## src/rtl/fifo_deserializer.sv

```systemverilog
// fifo_deserializer: drains 1-bit async-FIFO entries in the read domain
// and packs them into double-buffered WORD_W-bit words on a valid/ready port.
module fifo_deserializer #(
  parameter int WORD_W    = 8,
  parameter int MSB_FIRST = 1,
  parameter int RD_LAT    = 1
) (
  input  logic              rd_clk,
  input  logic              rst,
  input  logic              fifo_empty,
  input  logic              fifo_data,
  output logic              fifo_rd_req,
  output logic [WORD_W-1:0] word_out,
  output logic              word_valid,
  input  logic              word_ready,
  input  logic              flush,
  output logic [15:0]       words_done
);

  localparam int CW = $clog2(WORD_W + 1);
  localparam logic [CW:0]   WORD_N = (CW+1)'(WORD_W);
  localparam logic [CW-1:0] LAST   = CW'(WORD_W - 1);

  if (RD_LAT != 1 || WORD_W < 2 || WORD_W > 32) begin : g_bad_cfg
    $error("fifo_deserializer: unsupported parameters");
  end

  typedef enum logic [1:0] {IDLE, FILL, FULL} state_t;

  state_t            state;
  logic [WORD_W-1:0] shreg;
  logic [WORD_W-1:0] sh_next;
  logic [CW-1:0]     bit_cnt;
  logic              inflight;
  logic [CW:0]       need;
  logic              accept;
  logic              slot_ok;

  // bits already captured plus the one still on its way from the FIFO
  assign need    = {1'b0, bit_cnt} + {{CW{1'b0}}, inflight};
  assign accept  = word_valid & word_ready;
  assign slot_ok = ~word_valid | word_ready;

  assign fifo_rd_req = rst & ~fifo_empty & ~flush &
                       (state != FULL) & (need < WORD_N);

  always_comb begin
    sh_next = shreg;
    if (MSB_FIRST != 0)
      sh_next = {shreg[WORD_W-2:0], fifo_data};
    else
      sh_next = {fifo_data, shreg[WORD_W-1:1]};
  end

  always_ff @(posedge rd_clk or negedge rst) begin
    if (!rst) begin
      state      <= IDLE;
      shreg      <= '0;
      bit_cnt    <= '0;
      inflight   <= 1'b0;
      word_out   <= '0;
      word_valid <= 1'b0;
      words_done <= '0;
    end else begin
      inflight <= fifo_rd_req;
      if (accept) begin
        words_done <= words_done + 16'd1;
        word_valid <= 1'b0;
      end
      if (flush) begin
        shreg   <= '0;
        bit_cnt <= '0;
        state   <= IDLE;
      end else begin
        unique case (state)
          IDLE: begin
            if (fifo_rd_req)
              state <= FILL;
          end
          FILL: begin
            if (inflight) begin
              if (bit_cnt == LAST && slot_ok) begin
                word_out   <= sh_next;
                word_valid <= 1'b1;
                shreg      <= '0;
                bit_cnt    <= '0;
                state      <= fifo_rd_req ? FILL : IDLE;
              end else begin
                shreg   <= sh_next;
                bit_cnt <= bit_cnt + CW'(1);
                if (bit_cnt == LAST)
                  state <= FULL;
              end
            end
          end
          FULL: begin
            if (accept) begin
              word_out   <= shreg;
              word_valid <= 1'b1;
              shreg      <= '0;
              bit_cnt    <= '0;
              state      <= IDLE;
            end
          end
          default: state <= IDLE;
        endcase
      end
    end
  end

endmodule

```

## config.mk

```make
export PLATFORM = sky130hd
export DESIGN_NAME = fifo_deserializer
export DESIGN_NICKNAME = d
export VERILOG_FILES = /design/src/rtl/fifo_deserializer.sv
export SDC_FILE = /design/constraint.sdc
export NUM_CORES = 1
export LEC_CHECK = 0
export ABC_AREA = 1
export BUFFER_PORTS_ARGS = -buffer_cell sky130_fd_sc_hd__buf_2
export CAP_MARGIN = 20
export CORE_UTILIZATION = 60
export CTS_CLUSTER_DIAMETER = 120
export DETAILED_ROUTE_END_ITERATION = 6
export GPL_ROUTABILITY_DRIVEN = 0
export GPL_TIMING_DRIVEN = 1
export MAX_ROUTING_LAYER = met4
export PLACE_DENSITY = 0.9
export SLEW_MARGIN = 20
export SYNTH_ARGS = -nofsm -noshare
export SYNTH_HDL_FRONTEND = slang
export SYNTH_SLANG_ARGS = --single-unit
export TNS_END_PERCENT = 30
```

## constraint.sdc

```tcl
create_clock -name rd_clk -period 3.15 [get_ports rd_clk]
set_clock_uncertainty 0.2 [all_clocks]
set_input_delay 0.315 -clock rd_clk [delete_from_list [all_inputs] [get_ports rd_clk]]
set_output_delay 0.315 -clock rd_clk [all_outputs]
set_load 0.02 [all_outputs]
```

==> flow_summary.json, run 1 <==
{
  "dr.pass1.iters": 4,
  "port_buffers": 31,
  "syn_inst": 231,
  "status": "finished, final reports clean",
  "end_kind": "output port",
  "syn-cell-area_mm2": 0.00206,
  "die_w_um": 60.6,
  "async_reset_ff_frac": 1.00,
  "p_leak_nw": 1.20,
  "cts_sinks": 40,
  "worstPathArrival_ps": 1820,
  "r2r_slack_ps": 1080,
  "num_io_pins": 32,
  "rows": 20,
  "avgSynthCellArea_um2": 8.91,
  "cts_buffers": 5,
  "worstPathCellList": "inv_1 -> ha_1 -> buf_4 -> nor2_4 -> nand3_1 -> nor2_1 -> buf_2",
  "synth_fa_ha_area_frac": 0.0304,
  "n_fill_cell": 238,
  "worstRegToRegCells": 9,
  "cpLargestDelayFamily": "buffers and inverters",
  "avgViaCountPerCell": 5.15,
  "vias": 1613,
  "synth_xor_area_frac": 0.0596,
  "die_h_um": 60.6,
  "ys_ff_latch": 40,
  "slew_headroom": 0.667,
  "final-setup-viol-count": 0,
  "synth_top_family_by_area": "simple AND/OR/NAND/NOR gates",
  "min_from": "fifo_data",
  "slowest_delay_ps": 390,
  "ir_drop_v": 0.000435,
  "powerDensity_mw_per_mm2": 636,
  "fmax_ghz": 0.428,
  "yosysUniqueCellTypes": 29,
  "synth-main-ff-cell": "dfrtp_1",
  "cp_slowest_cell": "dfrtp_1",
  "h-tree-depth": 2,
  "num-nets-final": 279,
  "cts_tree": "done",
  "worst_pin_slew_ps": 500,
  "rsz0062_at_grt": "false",
  "hold_violations": 0,
  "wl_per_cell_um": 12.2,
  "synth-seq-area-share": 0.486,
  "clk_pin_slew_worst_paths_ps": 120,
  "grtUsageTotal": 0.249,
  "drive_gt1_frac": 0.245,
  "clk_latency_ps": 350,
  "synth_fp_nets": 242,
  "startpoint_type": "flip-flop",
  "maxCapViolCount": 0,
  "yosys.area_share.simple": 0.240,
  "start_util": 0.653,
  "hp-class": "primary input to flip-flop",
  "rr_startpoint": "state[0]",
  "cts_resized": 0,
  "drv_slew": 0,
  "drc_errors": 0,
  "area_growth_pct": 13.1,
  "synth.area.mux_share": 0.00547,
  "antenna_found_initial": 0,
  "gr-total-overflow": 0,
  "post-route-period-util": 0.742,
  "synth-compound-area-share": 0.109,
  "worstSetupPathType": "flip-flop to output port",
  "critical_path_buf_inv_count": 3,
  "cp_max_fo": 20,
  "final_common_cell": "nand2_1",
  "drtAntennaViolNets": 0,
  "hold_path_end": "shreg[0]",
  "r2r_end": "bit_cnt[2]",
  "hold_depth": 3,
  "grt_pass1_vias": 1469,
  "grt_start_max_net_pins": 41,
  "cts_buffer_depth": 2,
  "core_area_mm2": 0.00315,
  "worstPathRequired_ps": 2630,
  "hpwl_um": 2690,
  "antenna_cells": 0,
  "mostFrequentLayoutCells": "nand2_1 (53), dfrtp_1 (40), buf_2 (31)",
  "period_needed_ps": 2340,
  "die-area_mm2": 0.00367,
  "drt-initial-drc-count": 59,
  "synth_edf_count": 0,
  "finalSetupTns_ps": 0,
  "ys_warn_count": 0,
  "hold_slack_ps": 28.1,
  "clockRootBuffer": "clkbuf_4",
  "cts_setup_buffers": 0,
  "grt_pass1_wl_um": 6370,
  "wl_um": 3830
}
-- routing by layer --
metal,up-vias,routed length (um),global-route usage,share of wire
li1,814,-,-,-
met1,747,1760,0.315,0.46
met2,44,1830,0.388,0.48
met3,8,170,0.0597,0.044
met4,0,70,0.0974,0.018
met5,-,0,-,0
-- power breakdown --
part           internal [mW]  leakage [nW]  switching [mW]  total [mW]
Clock                  0.109        0.0315           0.166       0.275
Combinational          0.193         0.629           0.389       0.582
Sequential             0.581         0.536          0.0426       0.623
-- cell type report --
| class | count | area (um2) | share of cell area |
|---|---|---|---|
| clock buffer | 7 | 55.1 | 0.0237 |
| inverter | 30 | 113 | 0.0484 |
| timing repair buffer | 34 | 180 | 0.0774 |
| sequential | 40 | 1000 | 0.430 |
| tap | 44 | 55.1 | 0.0237 |
| clock inverter | 1 | 7.51 | 0.00323 |
| multi-input combinational | 157 | 916 | 0.394 |
-- state kept, by name (all words and copies together), names as in the netlist --
name        count
words_done     16
shreg           8
word_out        8
bit_cnt         4
state           2
inflight        1
word_valid      1
-- cell families after synthesis --
kind of cell | Yosys count
AOI/OAI and AO/OA | 34
DFF | 40
adders and majority gates | 5
muxes | 1
and+or+nand+nor | 103
xor gates and xnor gates | 14
buffers and inverters | 34
-- worst reg2reg max path, stage by stage (launching register included) --
cell	delay (ps)
dfrtp_1	390
inv_1	70
ha_1	210
buf_4	210
nand2_4	90
o21ai_4	80
o21ai_2	380
inv_1	160
a21oi_1	140
nor2_1	50
-- cell usage after synthesis (4+ instances only) --
library cell   n  area (um2)
inv_1         27         101
o21ai_0        9        45.0
nand3_1       13        65.1
nand2_1       53         199
nor3_1         4        20.0
o21ai_2        9        78.8
xor2_1        10        87.6
xnor2_1        4        35.0
dfrtp_1       40        1000
ha_1           5        62.6
nor2_1        18        67.6
o21ai_1        5        25.0
o22ai_1        6        37.5
-- worst max-delay path by stage --
stage                     startpoint          end  cells past startpoint
final                       state[0]  fifo_rd_req                      7
after global routing        state[0]  fifo_rd_req                      7
after CTS                   state[0]  fifo_rd_req                      7
after detailed placement    state[0]   bit_cnt[2]                      9
after global placement      state[0]   bit_cnt[2]                      9
after floorplan             state[0]     state[0]                     10
-- through the flow --
stage          instance area, um2  std cells  setup slack, ps  utilization  total power [mW]
3_5_place_dp                 2250        304             1110        0.715              1.22
6_report                     2330        313              812        0.738              1.48
4_1_cts                      2330        313              785        0.738              1.49
5_1_grt                      2330        313              690        0.738              1.59
3_3_place_gp                 2250        304             1190        0.715              1.19
2_1_floorplan                2060        231             1220            -              1.10
-- repair_timing --
action                                 in CTS  in global routing
hold buffers                                1                  0
setup endpoints to repair                   0                  0
endpoints found under the hold margin      40                  0
Power figures use the tool's default switching activity.
==> run 2: changes to the inputs <==
--- a/config.mk
+++ b/config.mk
@@ -5,16 +5,16 @@
 export SDC_FILE = /design/constraint.sdc
 export NUM_CORES = 1
 export LEC_CHECK = 0
-export ABC_AREA = 1
+export ABC_AREA = 0
 export BUFFER_PORTS_ARGS = -buffer_cell sky130_fd_sc_hd__buf_2
 export CAP_MARGIN = 20
-export CORE_UTILIZATION = 60
+export CORE_UTILIZATION = 55
 export CTS_CLUSTER_DIAMETER = 120
 export DETAILED_ROUTE_END_ITERATION = 6
 export GPL_ROUTABILITY_DRIVEN = 0
 export GPL_TIMING_DRIVEN = 1
 export MAX_ROUTING_LAYER = met4
-export PLACE_DENSITY = 0.9
+export PLACE_DENSITY = 0.84
 export SLEW_MARGIN = 20
 export SYNTH_ARGS = -nofsm -noshare
 export SYNTH_HDL_FRONTEND = slang
==> constraint.sdc (replaced) <==
create_clock -name rd_clk -period 2.2 [get_ports rd_clk]
set_clock_uncertainty 0.2 [all_clocks]
set_input_delay 0.22 -clock rd_clk [delete_from_list [all_inputs] [get_ports rd_clk]]
set_output_delay 0.22 -clock rd_clk [all_outputs]
set_load 0.02 [all_outputs]
==> run 2 against run 1 <==
The run now ends with setup timing left. Flip-flop and latch count is the same. Non-clock buffer count is 13 higher. Global-route usage up 0.96 points. Setup slack worse by 910 ps. Sequential share of layout area is 1.5 points lower. Register-to-register slack worse by 1100 ps. Cell area grew 3.7%. Count of clock-buffer cells in the layout decreased by 1. Routed wire length rose by 13%.
==> flow_summary.json, run 2 <==
{
  "rsz0062_at_grt": "true",
  "synth.most_common_cell": "dfrtp_1",
  "powerDensity_mw_per_mm2": 522,
  "regMostFlops": "words_done",
  "post-route-util": 0.712,
  "seqPwrFrac": 0.593,
  "drive_gt1_frac": 0.394,
  "switchingPower_uw": 319,
  "cts_sinks": 40,
  "cts_buffer_depth": 2,
  "clockRootBuffer": "clkbuf_4",
  "cp_slowest_cell": "or4b_4",
  "yosysTopAreaCell": "dfrtp_1",
  "h-tree-depth": 2,
  "violations": "setup timing",
  "start_util": 0.587,
  "cts_tree": "done",
  "hold_path_end": "word_valid",
  "synth_area_leaders": "dfrtp_1 (50%), mux2_4 (6.0%), mux2_2 (5.7%), xnor2_1 (4.8%), ha_1 (3.1%)",
  "clock_power_share": 0.326,
  "top_regs": "words_done x16, shreg x8, word_out x8",
  "drv_slew": 0,
  "post-route-period-util": 1.04,
  "core_area_mm2": 0.00339,
  "rr_startpoint": "state[0]",
  "num_io_pins": 32,
  "synth-seq-area-share": 0.503,
  "hold_violations": 0,
  "startpoint_type": "flip-flop",
  "min_from": "word_ready",
  "ir_drop_v": 0.000411,
  "dr.pass1.iters": 4,
  "largest_reg_flops": 16,
  "dp_slack_ps": -34.2,
  "gr-total-overflow": 0,
  "drtAntennaViolNets": 0,
  "drt-initial-drc-count": 54,
  "antenna_cells": 0,
  "grt_pass1_wl_um": 7670,
  "p_leak_nw": 1.22,
  "worstPathRequired_ps": 1780,
  "worstSetupPathType": "flip-flop to output port",
  "mostFrequentLayoutCells": "dfrtp_1 (40), buf_2 (30), buf_4 (12)",
  "final-setup-viol-count": 2,
  "fin_area_mm2": 0.00241,
  "status": "complete, but fails checks",
  "worst_pin_slew_ps": 502,
  "die_h_um": 62.1,
  "synth-main-ff-cell": "dfrtp_1",
  "finalSetupTns_ps": -101,
  "area_growth_pct": 21.3,
  "swShare": 0.253,
  "cp_max_fo": 5,
  "synth_fp_nets": 173,
  "hold_depth": 4,
  "clk_latency_ps": 350,
  "p_int_uw": 942,
  "worstRegToRegCells": 6,
  "slew_headroom": 0.666,
  "n_fill_cell": 243,
  "grt_start_max_net_pins": 41,
  "syn-cell-area_mm2": 0.00199,
  "rows": 21,
  "r2r_end": "state[1]",
  "avgViaCountPerCell": 5.78,
  "die-area_mm2": 0.00386,
  "grtUsageTotal": 0.259,
  "pwr-share-comb": 0.081,
  "worstPathArrival_ps": 1880,
  "hpwl_um": 2990,
  "antenna_found_initial": 0,
  "end_kind": "output port",
  "ys_top_cells_by_count": "dfrtp_1 (40), xnor2_1 (11), mux2_2 (10)",
  "wl_um": 4320,
  "clk_pin_slew_worst_paths_ps": 130,
  "grt_pass1_vias": 1624,
  "wl_per_cell_um": 16.7,
  "async_reset_ff_frac": 1.00,
  "vias": 1497,
  "synth_edf_count": 0,
  "period_needed_ps": 2300,
  "avgSynthCellArea_um2": 12.3,
  "hp-class": "primary input to flip-flop",
  "maxCapViolCount": 0,
  "place_area_mm2": 0.00227,
  "slowest_delay_ps": 550,
  "finalWorstSetupSlack_ps": -98.2,
  "worstPathCellList": "inv_1 -> ha_2 -> or4b_4 -> nor3_4 -> buf_6",
  "yosysUniqueCellTypes": 43,
  "fmax_ghz": 0.435,
  "num-nets-final": 223,
  "ys_ff_latch": 40,
  "die_w_um": 62.1,
  "r2r_slack_ps": 0,
  "ys_warn_count": 0,
  "final_common_cell": "dfrtp_1",
  "drc_errors": 0,
  "syn_inst": 162,
  "yosysTopAreaCellShare": 0.503,
  "port_buffers": 31,
  "cts_buffers": 5
}
==> run 2: changes by cell type after synthesis, sizes merged, moves of 17 or more <==
cell   previous run  this run
nand2            57        10
inv              30         4
o21ai            24         1
mux2              1        18
nor2             24         4
==> run 2: power by group through the flow <==
stage	logic, mW	clock network [mW]	registers (mW)
global route	0.112	0.448	0.749
detailed placement	0.0924	0	0.762
finish	0.102	0.411	0.748
CTS	0.100	0.419	0.748
global placement	0.0872	0	0.761
floorplan	0.0393	0	0.766
==> run 2: layout make-up <==
cell class / count / area (um2) / area share
Inverter: 4 / 15.0 / 0.00622
Timing Repair Buffer: 47 / 302 / 0.125
Tap cell: 46 / 57.6 / 0.0238
Multi-Input combinational cell: 114 / 972 / 0.403
Sequential cell: 40 / 1000 / 0.415
Clock buffer: 6 / 51.3 / 0.0213
Clock inverter: 2 / 15.0 / 0.00622
==> run 2: cell families (layout without fill, tap and decap cells) <==
| logic type | after synthesis | count (layout) | share of synthesized area |
|---|---|---|---|
| AO/OA/AOI/OAI | 25 | 25 | 0.103 |
| XOR/XNOR | 15 | 15 | 0.0660 |
| adder cells (fa/ha/maj) | 5 | 5 | 0.0314 |
| buffers and inverters | 8 | 59 | 0.0226 |
| flip-flops | 40 | 40 | 0.503 |
| multiplexers | 18 | 18 | 0.117 |
| AND/OR/NAND/NOR | 51 | 51 | 0.157 |
==> run 2: worst max-delay path by stage <==
stage / from / end / cells past startpoint
global placement: state[0] / word_out[0] / 5
detailed placement: state[0] / word_out[4] / 5
global route: state[0] / fifo_rd_req / 5
floorplan: state[0] / state[0] / 7
CTS: state[0] / fifo_rd_req / 5
finish: state[0] / fifo_rd_req / 5
==> run 2: routing by layer <==
layer  vias up  share of wire  wire, um  global-route usage
li1        693              -         -                   -
met1       756           0.43      1870               0.313
met2        40           0.52      2250               0.444
met3         8          0.034       147              0.0368
met4         0          0.013        54              0.0872
met5         -              0         0                   -
==> run 2: stage by stage <==
step	hold WS [ps]	power, mW	instances
finish	13.0	1.26	259
CTS	0.427	1.27	258
global placement	117	0.849	247
global route	26.0	1.31	259
floorplan	-276	0.806	162
detailed placement	131	0.854	247
==> run 2: timing repair <==
item / 4_1_cts / 5_1_grt
gates cloned: 0 / 0
setup buffers: 0 / 1
endpoints found under the hold margin: 42 / 0
resized for setup: 6 / 2
endpoints found under the setup margin: 10 / 18
hold buffers: 3 / 0
pin swaps: 0 / 2
==> run 2: critical path: cells and delay by family, from the launching register on <==
kind | cells | cell delay, ps
flip-flops | 1 | 380
AND/OR/NAND/NOR | 2 | 710
adder cells (fa/ha/maj) | 1 | 220
buffers and inverters | 2 | 210
==> run 3: changes to the inputs <==
==> constraint.sdc (replaced) <==
create_clock -name rd_clk -period 2.2 [get_ports rd_clk]
set_clock_uncertainty 0.2 [all_clocks]
set_input_delay 0.11 -clock rd_clk [delete_from_list [all_inputs] [get_ports rd_clk]]
set_output_delay 0.11 -clock rd_clk [all_outputs]
set_load 0.02 [all_outputs]
==> run 3 against run 2 <==
The flow now finishes without violations. Via count is 1.7% lower. Routed wire length fell by 3.4%. Flip-flop and latch count stayed put. Sequential share of layout area is 0.28 points lower. Maximum frequency grew 6.5%. Register-to-register slack better by 40 ps. Sequential power about the same. First-iteration DRC count is 67% higher. Cell count down 0.39%. Non-clock buffer count is 1 lower. Combinational power decreased by 6%. Largest power group unchanged. Highest routed layer unchanged.
==> flow_summary.json, run 3 (same netlist as run 2, synthesis figures left out) <==
{
  "crit_start": "state[1]",
  "drv_slew": 0,
  "cts_sinks": 40,
  "num-nets-final": 222,
  "worstPathCellList": "inv_1 -> ha_1 -> nand2b_1 -> a22o_4 -> a211o_4 -> mux2_4",
  "h-tree-depth": 2,
  "worstPathArrival_ps": 2210,
  "cp_max_fo": 8,
  "swShare": 0.227,
  "clk_pin_slew_worst_paths_ps": 130,
  "worstSetupPathType": "flip-flop to flip-flop",
  "cts_buffer_depth": 2,
  "die_w_um": 62.1,
  "gr-total-overflow": 0,
  "dp_slack_ps": -57.9,
  "grt_pass1_wl_um": 7450,
  "post-route-util": 0.717,
  "final-setup-viol-count": 0,
  "mostFrequentLayoutCells": "dfrtp_1 (40), buf_2 (30), xnor2_1 (11)",
  "grt_pass1_vias": 1552,
  "die_h_um": 62.1,
  "grt_start_max_net_pins": 41,
  "p_leak_nw": 1.24,
  "rsz0062_at_grt": "true",
  "maxCapViolCount": 0,
  "startpoint_type": "flip-flop",
  "powerDensity_mw_per_mm2": 562,
  "port_buffers": 31,
  "worstRegToRegCells": 6,
  "fmax_ghz": 0.464,
  "post-route-period-util": 0.981,
  "area_growth_pct": 22.1,
  "core_area_mm2": 0.00339,
  "r2r_slack_ps": 40,
  "slew_headroom": 0.624,
  "regMostFlops": "words_done",
  "pwr-share-comb": 0.070,
  "die-area_mm2": 0.00386,
  "largest_reg_flops": 16,
  "period_needed_ps": 2160,
  "drive_gt1_frac": 0.382,
  "ir_drop_v": 0.000447,
  "drtAntennaViolNets": 0,
  "start_util": 0.587,
  "antenna_cells": 0,
  "hpwl_um": 2860,
  "clk_latency_ps": 360,
  "rows": 21,
  "avgViaCountPerCell": 5.71,
  "cts_tree": "done",
  "clockRootBuffer": "clkbuf_4",
  "cts_buffers": 5,
  "r2r_end": "word_out[5]",
  "wl_per_cell_um": 16.2,
  "hold_violations": 0,
  "worstPathRequired_ps": 2250,
  "top_regs": "words_done x16, shreg x8, word_out x8",
  "end_kind": "flip-flop",
  "wl_um": 4170,
  "final_common_cell": "dfrtp_1",
  "worst_pin_slew_ps": 562,
  "vias": 1472,
  "switchingPower_uw": 310,
  "cp_slowest_cell": "dfrtp_1",
  "drc_errors": 0,
  "rr_startpoint": "state[1]",
  "slowest_delay_ps": 430,
  "drt-initial-drc-count": 90,
  "p_int_mw": 1.05,
  "status": "finished, final reports clean",
  "clock_power_share": 0.382,
  "num_io_pins": 32,
  "grtUsageTotal": 0.258,
  "seqPwrFrac": 0.548,
  "finalWorstSetupSlack_ps": 42.9,
  "n_fill_cell": 230,
  "antenna_found_initial": 0,
  "hp-class": "primary input to asynchronous set/reset pin",
  "dr.pass1.iters": 4
}
==> run 3: layer usage <==
layer	global-route usage	vias to the layer above	routed length, um
li1	-	692	-
met1	0.308	727	1800
met2	0.411	42	2080
met3	0.0790	11	191
met4	0.0988	0	96
met5	-	-	0
==> run 3: repair_timing <==
action	CTS	global route
setup buffers	0	2
pin swaps	3	3
endpoints found under the setup margin	9	17
gates resized for setup	9	0
hold buffers	5	0
endpoints found under the hold margin	51	0
==> run 3: worst max-delay path: cells and delay by family (launching register included) <==
family / cells / cell delay (ps)
and+or+nand+nor: 1 / 190
buffers and inverters: 1 / 80
muxes: 1 / 330
adders and majority gates: 1 / 240
DFF: 1 / 430
AOI/OAI and AO/OA: 2 / 590
==> run 3: how the worst max path moves through the flow <==
stage	endpoint	slack, ps	cells past startpoint
after CTS	fifo_rd_req	-10	5
after detailed placement	word_out[5]	-60	6
final	word_out[5]	40	6
after floorplan	state[0]	90	7
after global routing	fifo_rd_req	-20	5
after global placement	word_out[0]	70	5
==> run 3: layout make-up <==
type	instances	area, um2	share of cell area
inverters	4	15.0	0.00618
repair buffers	46	287	0.118
clock inverters	2	38.8	0.0160
well taps	46	57.6	0.0237
flip-flops and latches	40	1000	0.412
multi-input cells	114	980	0.403
clock buffers	6	51.3	0.0211
==> run 3: per-stage QoR <==
stage / area [um2] / total power [mW] / cells / hold slack, ps / TNS, ps
3_5_place_dp: 2240 / 0.845 / 243 / 15.8 / -328
4_1_cts: 2410 / 1.37 / 256 / 171 / -11.2
5_1_grt: 2430 / 1.42 / 258 / 182 / -23.7
2_1_floorplan: 1990 / 0.806 / 162 / -386 / 0
3_3_place_gp: 2240 / 0.842 / 243 / 5.99 / 0
6_report: 2430 / 1.37 / 258 / 147 / 0
==> run 3: power groups by stage <==
stage | clock, mW | sequential [mW] | combinational [mW]
final | 0.521 | 0.748 | 0.0958
after global routing | 0.563 | 0.749 | 0.106
after CTS | 0.530 | 0.748 | 0.0961
after detailed placement | 0 | 0.761 | 0.0841
after global placement | 0 | 0.761 | 0.0800
after floorplan | 0 | 0.766 | 0.0393
